===== src/rtl/gap_phase_sched.sv =====
// Phase/row sequencer for the GAP-TV datapath: issues buffer reads per
// (iteration, phase, frame, row) and replays them as writes PIPE_LAT cycles later.
`timescale 1ns/1ps
module gap_phase_sched #(
    parameter int ROW_NUM  = 48,
    parameter int ADDR_W   = 8,
    parameter int PIPE_LAT = 2,
    parameter int MAX_F    = 5
) (
    input  logic              clk,
    input  logic              rst_n,
    input  logic              start,
    input  logic [7:0]        n_iter,
    input  logic [2:0]        f_num,
    input  logic              hold,
    input  logic              abort,
    output logic              ren,
    output logic [ADDR_W-1:0] raddr,
    output logic              wen,
    output logic [ADDR_W-1:0] waddr,
    output logic              dx_diff_rst_n,
    output logic [1:0]        phase,
    output logic [7:0]        iter_cnt,
    output logic              busy,
    output logic              done
);

    localparam logic [2:0] S_IDLE  = 3'd0;
    localparam logic [2:0] S_SETUP = 3'd1;
    localparam logic [2:0] S_SWEEP = 3'd2;
    localparam logic [2:0] S_DRAIN = 3'd3;
    localparam logic [2:0] S_DONE  = 3'd4;

    localparam logic [1:0] PH_DX   = 2'd0;
    localparam logic [1:0] PH_PROJ = 2'd2;
    localparam logic [1:0] PH_IDLE = 2'd3;

    localparam logic [ADDR_W-1:0] ROW_LAST = ADDR_W'(ROW_NUM - 1);
    localparam logic [ADDR_W-1:0] ROW_STEP = ADDR_W'(ROW_NUM);
    localparam logic [2:0]        F_MAX    = 3'(MAX_F);
    localparam int                DW       = (PIPE_LAT > 1) ? $clog2(PIPE_LAT) : 1;
    localparam logic [DW-1:0]     DRAIN_LAST = DW'(PIPE_LAT - 1);

    logic [2:0]        state;
    logic [2:0]        state_nxt;
    logic [1:0]        ph_q;
    logic [7:0]        iter_q;
    logic [7:0]        n_iter_q;
    logic [2:0]        f_q;
    logic [2:0]        frame_q;
    logic [ADDR_W-1:0] row_q;
    logic [ADDR_W-1:0] base_q;
    logic [DW-1:0]     drain_q;
    logic [2:0]        f_clamp;

    logic run_busy;
    logic kill;
    logic issue;
    logic row_last;
    logic frame_last;
    logic iter_last;
    logic drain_end;

    logic [PIPE_LAT-1:0] dl_v;
    logic [ADDR_W-1:0]   dl_a [PIPE_LAT];

    always_comb begin
        f_clamp = f_num;
        if (f_num == 3'd0) begin
            f_clamp = 3'd1;
        end else if (f_num > F_MAX) begin
            f_clamp = F_MAX;
        end
    end

    assign run_busy   = (state == S_SETUP) || (state == S_SWEEP) || (state == S_DRAIN);
    // abort outranks hold and also cancels whatever would be issued this cycle
    assign kill       = run_busy && abort;
    assign issue      = (state == S_SWEEP) && !hold && !kill;
    assign row_last   = (row_q == ROW_LAST);
    assign frame_last = (frame_q == (f_q - 3'd1));
    assign iter_last  = (({1'b0, iter_q} + 9'd1) >= {1'b0, n_iter_q});
    assign drain_end  = (drain_q == DRAIN_LAST);

    always_comb begin
        state_nxt = state;
        if (kill) begin
            state_nxt = S_IDLE;
        end else begin
            case (state)
                S_IDLE: begin
                    if (start) begin
                        state_nxt = (n_iter == 8'd0) ? S_DONE : S_SETUP;
                    end
                end
                S_SETUP: state_nxt = S_SWEEP;
                S_SWEEP: begin
                    if (issue && row_last) begin
                        state_nxt = frame_last ? S_DRAIN : S_SETUP;
                    end
                end
                S_DRAIN: begin
                    if (drain_end) begin
                        state_nxt = ((ph_q != PH_PROJ) || !iter_last) ? S_SETUP : S_DONE;
                    end
                end
                S_DONE:  state_nxt = S_IDLE;
                default: state_nxt = S_IDLE;
            endcase
        end
    end

    always_ff @(posedge clk or negedge rst_n) begin
        if (!rst_n) begin
            state    <= S_IDLE;
            ph_q     <= PH_DX;
            iter_q   <= 8'd0;
            n_iter_q <= 8'd0;
            f_q      <= 3'd1;
            frame_q  <= 3'd0;
            row_q    <= '0;
            base_q   <= '0;
            drain_q  <= '0;
        end else begin
            state <= state_nxt;
            case (state)
                S_IDLE: begin
                    if (start) begin
                        n_iter_q <= n_iter;
                        f_q      <= f_clamp;
                        iter_q   <= 8'd0;
                        ph_q     <= PH_DX;
                        frame_q  <= 3'd0;
                        base_q   <= '0;
                        row_q    <= '0;
                    end
                end
                S_SETUP: begin
                    row_q   <= '0;
                    drain_q <= '0;
                end
                S_SWEEP: begin
                    if (issue) begin
                        if (row_last) begin
                            row_q <= '0;
                            if (!frame_last) begin
                                frame_q <= frame_q + 3'd1;
                                base_q  <= base_q + ROW_STEP;
                            end
                        end else begin
                            row_q <= row_q + 1'b1;
                        end
                    end
                end
                S_DRAIN: begin
                    drain_q <= drain_q + 1'b1;
                    if (drain_end) begin
                        drain_q <= '0;
                        frame_q <= 3'd0;
                        base_q  <= '0;
                        if (ph_q == PH_PROJ) begin
                            ph_q <= PH_DX;
                            if (!iter_last) begin
                                iter_q <= iter_q + 8'd1;
                            end
                        end else begin
                            ph_q <= ph_q + 2'd1;
                        end
                    end
                end
                default: ;
            endcase
        end
    end

    // Write delay line: every issued read re-emerges as a write PIPE_LAT cycles later
    always_ff @(posedge clk or negedge rst_n) begin
        if (!rst_n) begin
            dl_v <= '0;
            for (int i = 0; i < PIPE_LAT; i++) begin
                dl_a[i] <= '0;
            end
        end else if (kill) begin
            dl_v <= '0;
        end else begin
            dl_v[0] <= issue;
            dl_a[0] <= raddr;
            for (int i = 1; i < PIPE_LAT; i++) begin
                dl_v[i] <= dl_v[i-1];
                dl_a[i] <= dl_a[i-1];
            end
        end
    end

    assign ren           = issue;
    assign raddr         = base_q + row_q;
    assign wen           = dl_v[PIPE_LAT-1] && !kill;
    assign waddr         = dl_a[PIPE_LAT-1];
    assign dx_diff_rst_n = !((state == S_SETUP) && (ph_q == PH_DX));
    assign phase         = run_busy ? ph_q : PH_IDLE;
    assign iter_cnt      = run_busy ? iter_q : 8'd0;
    assign busy          = run_busy;
    assign done          = (state == S_DONE);

endmodule


===== config.mk =====
export PLATFORM = sky130hd
export DESIGN_NAME = gap_phase_sched
export DESIGN_NICKNAME = d
export VERILOG_FILES = /design/src/rtl/gap_phase_sched.sv
export SDC_FILE = /design/constraint.sdc
export NUM_CORES = 1
export LEC_CHECK = 0
export CORE_AREA = 5 5 83 85
export CTS_CLUSTER_DIAMETER = 200
export DETAILED_ROUTE_END_ITERATION = 8
export DIE_AREA = 0 0 88 90
export PLACE_DENSITY = 0.8
export SETUP_SLACK_MARGIN = 0.15
export SLEW_MARGIN = 20
export SYNTH_ARGS = -nofsm -noshare
export SYNTH_HDL_FRONTEND = slang
export SYNTH_SLANG_ARGS = --single-unit

===== constraint.sdc =====
create_clock -name clk -period 3.9 [get_ports clk]
set_clock_uncertainty 0.15 [all_clocks]
set_input_delay 0.78 -clock clk [delete_from_list [all_inputs] [get_ports clk]]
set_output_delay 0.78 -clock clk [all_outputs]
set_load 0.05 [all_outputs]

# Word-level counts from Yosys, hierarchy flattened
# Index checks and enable logic that the tools add are counted.
# W data, S select, Z words.
word_totals:
  register_bits: 62
  input_bits: 16
  output_inout_bits: 31
op_classes:
  n_addsub: 9
  order_cmp: 2
  n_eq_ne: 18
  n_mux: 38
  reduce_logical: 27
op_table:
  columns: ["op", "n"]
  rows:
  - ["$mux W8", 11]
  - ["$pmux W8 S3", 2]
  - ["$mux W3", 13]
  - ["$add A8 B1 Y8 const B", 2]
  - ["$pmux W8 S2", 1]
  - ["$ne A2 B2 Y1 const B", 7]
  - ["$mux W2", 6]
  - ["$pmux W3 S4", 1]
  - ["$add A8 B1 Y9 const B", 1]
  - ["$ge A9 B8 Y1", 1]
  - ["$pmux W3 S3", 1]
  - ["$reduce_and A3 Y1", 3]
  - ["$add A8 B6 Y8 const B", 1]
  - ["$add A8 B8 Y8", 1]
  - ["$eq A8 B6 Y1 const B", 1]
  - ["$logic_not A8 Y1", 1]
  - ["$eq A3 B2 Y1 const B", 2]
  - ["$logic_and A1 B1 Y1", 6]
  - ["$logic_not A3 Y1", 2]
  - ["$ne A3 B3 Y1 const B", 2]
  - ["$reduce_and A6 Y1", 1]
  - ["$reduce_bool A3 Y1", 2]
  - ["$reduce_and A5 Y1", 1]
  - ["$logic_not A1 Y1", 4]
  - ["other kinds (18)", 21]

# Logic depth before layout (Yosys ltp)
# Gate-level depths: netlist of the first run.
depth:
  depth_word: 10
  mapped_depth: 10
  ltp_nobuf: 10

# Worst setup path after synthesis of the first run
# No wires, ideal clock.
synth_path:
  path_type: "in2out"
  startpoint: "input abort"
  endpoint: "output ren"
  t_arrival_ns: 2.109
  t_required_ns: 2.970
  slack_ns: 0.861
  cell_stages: 2
  cell_sequence: "buf_2 nor3_1"
synth_between:
  elab_chain_cells: 3
synth_rtl:
  columns: ["item", "line", "text"]
  rows:
  - ["start, declared", "16", "input logic abort,"]
  - ["$logic_and A1 B1 Y1", "78", "assign kill = run_busy && abort;"]
  - ["$logic_not A1 Y1", "79", "assign issue = (state == S_SWEEP) && !hold && !kill;"]
  - ["$logic_and A1 B1 Y1", "79", null]
  - ["end, declared", "17", "output logic ren,"]
# No other way between the ends.

# Final worst setup path of the first run
layout_path:
  startpoint: "register state[1]"
  endpoint: "output iter_cnt[2]"
layout_between:
  elab_chain_cells: 4
layout_rtl:
  columns: ["item", "line", "text"]
  rows:
  - ["start, declared", "44", "logic [2:0] state;"]
  - ["start signal, assigned", "125", "state <= state_nxt;"]
  - ["$eq A3 B1 Y1 or $eq A3 B2 Y1 (tied branches)", "76", "assign run_busy = (state == S_SETUP) || (state == S_SWEEP) || (state == S_DRAIN);"]
  - ["$logic_or A1 B1 Y1", "76", null]
  - ["$logic_or A1 B1 Y1 (*)", "76", null]
  - ["$mux W8 (*)", "201", "assign iter_cnt = run_busy ? iter_q : 8'd0;"]
  - ["end, declared", "23", "output logic [7:0] iter_cnt,"]
# Mark *: on every way between the ends. The rest lies on a longest branch, timed or not.

==> metrics.md, run 1 <==
| Metric | Value |
|---|---|
| VDD IR-drop max | 0.478 mV |
| Global-route wire length before repair | approximately 12000 um |
| Post-synthesis compound-gate area fraction | between 10% and 20% |
| Post-CTS setup buffers | 0 |
| Hold Violations, Final | 0 |
| Drt drc | 0 |
| Largest family of logic cells by synthesized area | simple AND/OR/NAND/NOR gates |
| Tot Pwr | 2.19 mW |
| Die width | roughly 88 um |
| Hold buffers post-CTS | 0 |
| Worst Tran Pin Value | ~800 ps |
| Register area share after synthesis | around 45% |
| Mapped Cells | 320 |
| Synthesized area | between 3000 and 4000 um^2 |
| Nets | about 390 |
| Clk slew on worst S/H paths | approximately 60 ps |
| Power per cell area | 560 nW/um^2 |
| WS Path Type | reg -> out |
| Fill cell count | roughly 520 |
| Ys Warns | 0 |
| Clock tree buffer depth | 2 |
| Core area | a little over 6000 um^2 |
| Post-synthesis mux area share | 6.56% |
| TNS Setup | 0 ps |
| Worst Setup End Kind | output pin |
| Final instance area | 3910 um^2 |
| Worst path arrival time | 2510 ps |
| Xor/xnor cell area share of the yosys netlist | about 6% |
| Post-Place Cell Area | between 3000 and 4000 um^2 |
| Worst Hold Class | reg -> reg |
| Post-synth EDFFs | 0 |
| Clock H-tree levels | 3 |
| Fraction of layout cells with a size suffix above 1 | 15.9% |
| Clock tree root buffer cell | clkbuf_8 |
| Post-synth top area share | 43.8% |
| Initial antenna violation count | 0 |
| Required time of the critical path | approximately 3000 ps |
| Hpwl dp | ~5000 um |
| Largest net degree at the start of global routing | 37 |
| Fraction of the mapped netlist area in simple logic gates | between 15 and 20% |
| Seq cells post-synth | 58 |
| Via count | ~2500 |
| Gr ovfl total | 0 |
| Startpoint types | flop |
| Multi-input gate area | 1630 um^2 |
| Tot GR Track Use | a little under a fifth |
| Post-route ant nets | 0 |
| IO Pins | 47 |
| DR iter-0 viols | 83 |
| Sink Count | 58 |
| Status | finished, final reports clean |
| Post-synthesis net count | between 300 and 400 |
| RSZ-0062 raised after global routing | no |
| Top cells by area, synth | dfrtp_1, mux2_2, ha_1, o21ai_0, nand2_1 |
| Mapped Avg Cell Area | approximately 10 um^2 |
| Hold WS | about 320 ps |
| Crit path launch | state[1] |
| Leakage | approximately 1.8 nW |
| Die height | ~90 um |
| Placed Cells | ~430 |
| Primary FF master, synth | dfrtp_1 |
| DR vias/cell | 5.59 |
| Fraction of registers with async set/reset | 100% |
| Max_cap viols | 0 |
| Wirelength, routed | approximately 6700 um |
| Adder-Cell Fraction of Synth Area | ~6.1% |
| GP Congestion | between 0.8 and 0.9 |
| CTS-repair resized insts | 0 |
| Final setup violation count | 0 |
| Reg2reg start | iter_q[2] |
| Hold_sp | dl_v[0] |
| Per-cell routed wire length | 15.1 um |
| CTS buffer count | 9 |
| Die ar. | roughly 7900 um^2 |
| Worst-path maximum fanout | 16 |
| Relative slew slack | 46.4% |
| Cell variety after synth | 58 |
| Number of port buffers | 46 |
| Final period utilization | about nine tenths |
| Top-count cell post-synth | dfrtp_1 |
| DRT Pass-1 Iters | 4 |
| Initial Utilization | ~53% |
| TritonCTS clock tree | yes |
| # diodes | 0 |
| Rows | 29 |
| Finished Layout Cells | 442 |
| Fmax | slightly below 0.3 GHz |
| Synthesis-to-layout area growth | 19.9% |
| FF/Latch Area | 1450 um^2 |
| Fin. max-slew vios | 0 |
| Cell taking the most area after synthesis | dfrtp_1 |
| Fin crit period | 3440 ps |
| Commonest cells post-synth | dfrtp_1, nand2_1, o21ai_0, nor2_1, mux2_2 |
| Vias in the first global route | approximately 2500 |
| Worst-skew pair later-pin latency | 330 ps |
-- logic make-up after synthesis --
logic type / Yosys count
and+or+nand+nor: 114
DFF: 58
AOI/OAI and AO/OA: 57
buffers and inverters: 35
xor gates and xnor gates: 21
muxes: 19
adders and majority gates: 16
-- layout by cell type, fill, tap and decap left out, types with 5 or more instances in the layout --
master and n:
ha_1 16, nor2_1 20, xnor2_1 10, xor2_1 10, a21oi_1 8, and2_1 14, inv_1 14, nand3_1 6
dfrtp_1 57, clkbuf_8 10, mux2_2 19, nand2b_1 5, nor2b_1 5, nand2_1 25, o21ai_0 21, nand4_1 7
clkdlybuf4s50_1 44, buf_4 6
-- per-layer routing --
layer / vias to the layer above / global-route usage (%) / share of wire (%) / wire (um)
met2: 56 / 30.5 / 50 / 3340
met1: 1204 / 23.7 / 43 / 2900
met4: 0 / 7.42 / 1.8 / 119
li1: 1200 / - / - / -
met5: - / 0 / 0 / 0
met3: 12 / 3.47 / 5.0 / 336
-- registers in the layout, summed over array words and instances (netlist names), 3 cells and up --
register / count
dl_a: 8
row_q: 8
f_q: 3
iter_q: 8
state: 3
n_iter_q: 8
frame_q: 3
waddr: 8
base_q: 4
-- worst max-delay path: stages, from the launching register on --
cell and delay, ps:
dfrtp_1 620, nor2_1 190, nor2_2 380, and2_1 190
clkdlybuf4s50_1 800
-- worst paths after layout --
check | end | slack [ps] | cells after the start
setup / recovery | iter_cnt[2] | 460 | 4
hold / removal | dl_v[1] | 320 | 1
setup reg to reg | iter_q[2] | 580 | 11
hold reg to reg | dl_v[1] | 320 | 1
max in group asynchronous | state[1] | 2410 | 2
min in group asynchronous | waddr[5] | 390 | 1
-- layout make-up --
type | count | share of cell area (%)
well taps | 77 | 2.47
inverters | 14 | 1.34
flip-flops and latches | 58 | 37.2
repair buffers | 51 | 12.6
clock buffers | 12 | 3.71
clock inverters | 3 | 1.02
multi-input cells | 227 | 41.7
-- per-stage QoR --
| step | util (%) | setup WS, ps |
|---|---|---|
| 3_5_place_dp | 60.7 | 562 |
| 5_1_grt | 63.7 | 270 |
| 3_3_place_gp | 60.7 | 569 |
| 4_1_cts | 63.7 | 423 |
| 2_1_floorplan | - | 861 |
| 6_report | 63.7 | 463 |
-- power breakdown --
part           internal [mW]  switching (mW)  total [mW]
Clock                  0.307           0.224       0.532
Combinational          0.332           0.545       0.876
Sequential             0.707          0.0752       0.782
Total                   1.35           0.844        2.19
No activity file was read; power rests on OpenSTA's default activity.
==> run 2, diff against run 1 <==
--- a/config.mk
+++ b/config.mk
@@ -5,11 +5,11 @@
 export SDC_FILE = /design/constraint.sdc
 export NUM_CORES = 1
 export LEC_CHECK = 0
-export CORE_AREA = 5 5 83 85
+export CORE_AREA = 5 5 87 89
 export CTS_CLUSTER_DIAMETER = 200
 export DETAILED_ROUTE_END_ITERATION = 8
-export DIE_AREA = 0 0 88 90
-export PLACE_DENSITY = 0.8
+export DIE_AREA = 0 0 92 94
+export PLACE_DENSITY = 0.69
 export SETUP_SLACK_MARGIN = 0.15
 export SLEW_MARGIN = 20
 export SYNTH_ARGS = -nofsm -noshare
==> run 2 against run 1 <==
Critical path depth up 2. Critical endpoint is now raddr[7]. Sequential power down 2.9%. Highest routed layer unchanged. Combinational power up 2%. Die area up 9.2%. Via count down 2.9%. Critical path type unchanged. Sequential share of layout area down 0.11 points. Cell area up 0.29%.
==> metrics.md, run 2 (synthesis gave the netlist of run 1 again) <==
| Metric | Value |
|---|---|
| Worst Setup End Kind | output pin |
| Synthesis-to-layout area growth | 20.2% |
| Placed Cells | about 430 |
| DRT Pass-1 Iters | 4 |
| WP buf/inv | 1 |
| Post-route ant nets | 0 |
| Commonest cells after routing, fill and taps aside | dfrtp_1, clkdlybuf4s50_1, nand2_1 |
| Die width | between 90 and 100 um |
| Slowest library cell on the worst path | clkdlybuf4s50_1 |
| Drt drc | 0 |
| Worst path arrival time | ~2500 ps |
| Initial Utilization | between 40% and 50% |
| Switching power share of the total | 38.3% |
| Comb pwr share | 40.8% |
| Finished Layout Cells | approximately 450 |
| WS Path Type | reg -> out |
| Met2 usage | 26.5% |
| Fmax | between 0.2 and 0.3 GHz |
| Top Family by Delay on Critical Path | buffers and inverters |
| Rows | 30 |
| Gr ovfl total | 0 |
| Largest net degree at the start of global routing | 39 |
| Initial antenna violation count | 0 |
| Number of port buffers | 46 |
| TNS Setup | 0 ps |
| Post-Place Cell Area | 3730 um^2 |
| Max incr delay on CP | 830 ps |
| VDD IR-drop max | around 0.28 mV |
| Worst Hold Class | in -> async |
| Most common cell after layout, fill and taps aside | dfrtp_1 |
| CTS-repair resized insts | 0 |
| GRT busiest layer | met2 |
| Fin crit period | about 3400 ps |
| Met3 usage | under 10% |
| Sink Count | between 50 and 60 |
| Worst-skew pair later-pin latency | roughly 340 ps |
| Relative slew slack | between 50% and 60% |
| Final worst-path setup slack | 479 ps |
| Clk slew on worst S/H paths | 70 ps |
| Fin. max-slew vios | 0 |
| P_sw | 839 uW |
| Final instance area | between 3000 and 4000 um^2 |
| Nets | 394 |
| GP Congestion | slightly above 0.9 |
| Final period utilization | between 80% and 90% |
| Required time of the critical path | ~3000 ps |
| Post-CTS setup buffers | 0 |
| Startpoint types | flop |
| IO Pins | 47 |
| Tot GR Track Use | between 10% and 20% |
| Clock tree buffer depth | 2 |
| Final Core Density | 58.7% |
| Power per cell area | between 500 and 600 nW/um^2 |
| Final setup violation count | 0 |
| Max_cap viols | 0 |
| Status | finished, final reports clean |
| Via count | 2400 |
| Die ar. | 8650 um^2 |
| Hold Violations, Final | 0 |
| Met1 Use GR | between 20% and 30% |
| Power share of the clock group | 24.5% |
| Tot Pwr | 2.19 mW |
| Wirelength, routed | between 6000 and 7000 um |
| Internal | 1.35 mW |
| DR vias/cell | approximately 5.4 |
| Hold WS | between 200 and 250 ps |
| Vias in the first global route | about 2400 |
| Crit path cell chain | ha_1, a21oi_1, nor2b_1, nor2_1, xnor2_1, clkdlybuf4s50_1 |
| CTS buffer count | 9 |
| Global-route wire length before repair | around 12000 um |
| Fraction of layout cells with a size suffix above 1 | around 16% |
| Clock tree root buffer cell | clkbuf_8 |
| Die height | 94 um |
| Leakage | between 1.5 and 2 nW |
| Core area | between 6000 and 7000 um^2 |
| Hold buffers post-CTS | 0 |
| RSZ-0062 raised after global routing | no |
| DR iter-0 viols | between 100 and 150 |
| Hpwl dp | roughly 4800 um |
| Pre-CTS setup slack | just over 600 ps |
| # diodes | 0 |
| Clock H-tree levels | 3 |
| TritonCTS clock tree | yes |
| Per-cell routed wire length | between 10 and 15 um |
| Worst Tran Pin Value | approximately 650 ps |
| Reg power frac | a little over a third |
| Worst-path maximum fanout | 4 |
[run 2: final timing paths]
kind,startpoint,endpoint,slack [ps],cells after the start
worst max-delay path,row_q[5],raddr[7],480,6
worst max register to register,iter_q[2],iter_q[5],600,10
worst min-delay path,rst_n,dl_a[14],240,1
min in group clk,dl_v[0],dl_v[1],320,1
worst min register to register,dl_v[0],dl_v[1],320,1
max in group asynchronous,rst_n,drain_end,2520,2
[run 2: power by group through the flow]
stage               combinational, mW  sequential, mW  clock, mW
floorplan                       0.661           0.768          0
global placement                0.887           0.770          0
detailed placement              0.893           0.772          0
CTS                             0.904           0.761      0.554
global route                    0.985           0.773      0.587
finish                          0.894           0.759      0.537
[run 2: worst register-to-register path, stage by stage (launching register included)]
cell	delay, ps
dfrtp_1	460
and2_1	200
nand4_1	190
nor2_1	170
xor2_1	250
ha_1	180
nand2_1	60
or3_2	510
o21bai_1	410
nor3_1	230
a221o_2	360
[run 2: cell type report]
class                   instances  area (um^2)
clock buffers                  12          145
clock inverters                 3         40.0
fillers                       595         2760
inverters                      14         52.6
multi-input cells             227         1630
flip-flops and latches         58         1450
well taps                      80          100
repair buffers                 52          498
[run 2: metal layers]
layer  wire length, um  vias to the layer above
li1                  -                     1201
met1              3020                     1122
met2              2980                       60
met3               412                       17
met4               205                        0
met5                 0                        -
==> run 3, diff against run 2 <==
--- a/config.mk
+++ b/config.mk
@@ -5,12 +5,13 @@
 export SDC_FILE = /design/constraint.sdc
 export NUM_CORES = 1
 export LEC_CHECK = 0
-export CORE_AREA = 5 5 87 89
+export CORE_AREA = 2 2 84 86
 export CTS_CLUSTER_DIAMETER = 200
 export DETAILED_ROUTE_END_ITERATION = 8
-export DIE_AREA = 0 0 92 94
+export DIE_AREA = 0 0 86 88
 export PLACE_DENSITY = 0.69
 export SETUP_SLACK_MARGIN = 0.15
+export SKIP_LAST_GASP = 1
 export SLEW_MARGIN = 20
 export SYNTH_ARGS = -nofsm -noshare
 export SYNTH_HDL_FRONTEND = slang
==> run 3 against run 2 <==
Wire length fell by 2.0%. Register-to-register slack got worse by 20 ps. Utilization rose by 0.33 points. Clock power barely moved. Setup slack got worse by 4.3 ps. Die area fell by 12%. Sequential share of layout area did not move. Combinational power barely moved. Critical path type unchanged. Critical endpoint unchanged. Largest cell class unchanged.
==> metrics.md, run 3 (synthesis gave the netlist of run 1 again) <==
| Metric | Value |
|---|---|
| Final worst-path setup slack | 475 ps |
| Relative slew slack | roughly half |
| Worst Tran Pin Value | 735 ps |
| # diodes | 0 |
| Multi-input gate area | between 1500 and 2000 um^2 |
| Number of port buffers | 46 |
| Required time of the critical path | between 2000 and 3000 ps |
| Status | finished, final reports clean |
| Worst path arrival time | approximately 2500 ps |
| M1 wire length | just under 3000 um |
| Drt drc | 0 |
| Initial Utilization | approximately 49% |
| Crit path cell chain | ha_1, a21oi_1, nor2b_1, nor2_1, xnor2_1, clkdlybuf4s50_1 |
| Tot Pwr | between 2 and 2.5 mW |
| Power per cell area | about 560 nW/um^2 |
| Via count | around 2500 |
| Die width | about 86 um |
| WS Path Type | reg -> out |
| Gr ovfl total | 0 |
| Reg2reg start | iter_q[2] |
| GP Congestion | 0.896 |
| Pre-CTS setup slack | 653 ps |
| Fin crit period | ~3400 ps |
| TNS Setup | 0 ps |
| Clock H-tree levels | 3 |
| WHS Endpoint | dl_v[1] |
| Worst-skew pair later-pin latency | about 340 ps |
| Global-route wire length before repair | 11200 um |
| Vias in the first global route | about 2400 |
| TritonCTS clock tree | yes |
| Hold Violations, Final | 0 |
| Max incr delay on CP | ~830 ps |
| Finished Layout Cells | about 450 |
| Worst Setup End Kind | output pin |
| Top routing layer in use | met4 |
| Routed length on met2 | around 3000 um |
| Leakage | roughly 1.8 nW |
| Die ar. | 7570 um^2 |
| Initial antenna violation count | 0 |
| Nets | roughly 390 |
| Placed Cells | ~430 |
| Startpoint types | flop |
| FF/Latch Area | 1450 um^2 |
| Worst Reg-to-Reg Cells | 10 |
| Final period utilization | 87.8% |
| Die height | slightly below 90 um |
| Slowest library cell on the worst path | clkdlybuf4s50_1 |
| Commonest cells after routing, fill and taps aside | dfrtp_1, clkdlybuf4s50_1, nand2_1 |
| Clock tree buffer depth | 2 |
| Hold buffers post-CTS | 0 |
| Final setup violation count | 0 |
| Top Family by Delay on Critical Path | buffers and inverters |
| Synthesis-to-layout area growth | 20.2% |
| Post-CTS setup buffers | 0 |
| RSZ-0062 raised after global routing | no |
| WL met3 | 296 um |
| DR iter-0 viols | about 100 |
| Hold_sp | dl_v[0] |
| Rows | 30 |
| DR vias/cell | roughly 5.5 |
| Fmax | approximately 0.29 GHz |
| Worst Hold Depth | 1 |
| Largest net degree at the start of global routing | 33 |
| CTS-repair resized insts | 0 |
| Fin. max-slew vios | 0 |
| Fraction of layout cells with a size suffix above 1 | between 10% and 20% |
| IO Pins | 47 |
| Worst-path maximum fanout | 4 |
| Clk slew on worst S/H paths | roughly 60 ps |
| Per-cell routed wire length | 14.5 um |
| WP buf/inv | 1 |
| DRT Pass-1 Iters | 4 |
| Tot GR Track Use | a little under a fifth |
| Sink Count | 58 |
| Post-route ant nets | 0 |
| Clock tree root buffer cell | clkbuf_8 |
| Worst Hold Class | reg -> reg |
| Wirelength, routed | about 6500 um |
| Most common cell after layout, fill and taps aside | dfrtp_1 |
| Reg-to-reg endpoint | iter_q[2] |
| CTS buffer count | 9 |
| VDD IR-drop max | around 0.26 mV |
| Core area | roughly 6600 um^2 |
| Hpwl dp | 4740 um |
| Reg2Reg Setup Slack | approximately 580 ps |
| Fill cell count | ~570 |
| Max_cap viols | 0 |
[run 3: cell counts in the layout (fill, tap and decap cells not counted)]
Identical to the previous run, type by type.
[run 3: layout make-up]
class | instances | share of cell area, %
Tap cell | 80 | 2.55
Multi-Input combinational cell | 227 | 41.6
Clock buffer | 12 | 3.70
Inverter | 14 | 1.34
Clock inverter | 3 | 1.02
Sequential cell | 58 | 37.1
Timing Repair Buffer | 52 | 12.7
[run 3: how the worst max path moves through the flow]
stage,start,to,slack [ps],depth (start not counted)
6_report,row_q[5],raddr[7],480,6
3_3_place_gp,abort,wen,720,4
5_1_grt,row_q[5],raddr[7],310,6
3_5_place_dp,iter_q[2],iter_q[5],650,10
4_1_cts,row_q[5],raddr[7],460,6
2_1_floorplan,abort,ren,860,2
[run 3: where the power goes]
group	switching [mW]	internal, mW	total (mW)
sequential	0.0535	0.707	0.760
clock	0.228	0.307	0.535
combinational	0.556	0.337	0.893
total	0.838	1.35	2.19
[run 3: layer usage]
metal | GRT usage, % | vias to the layer above
li1 | - | 1202
met1 | 24.8 | 1186
met2 | 28.8 | 61
met3 | 4.24 | 20
met4 | 12.1 | 0
met5 | 0 | -
[run 3: stage by stage]
step                hold WS (ps)  area (um^2)  utilization, %
floorplan                    278         3260               -
global placement             291         3730            56.2
detailed placement           285         3730            56.2
CTS                          298         3920            59.0
global route                 329         3920            59.0
finish                       296         3920            59.0
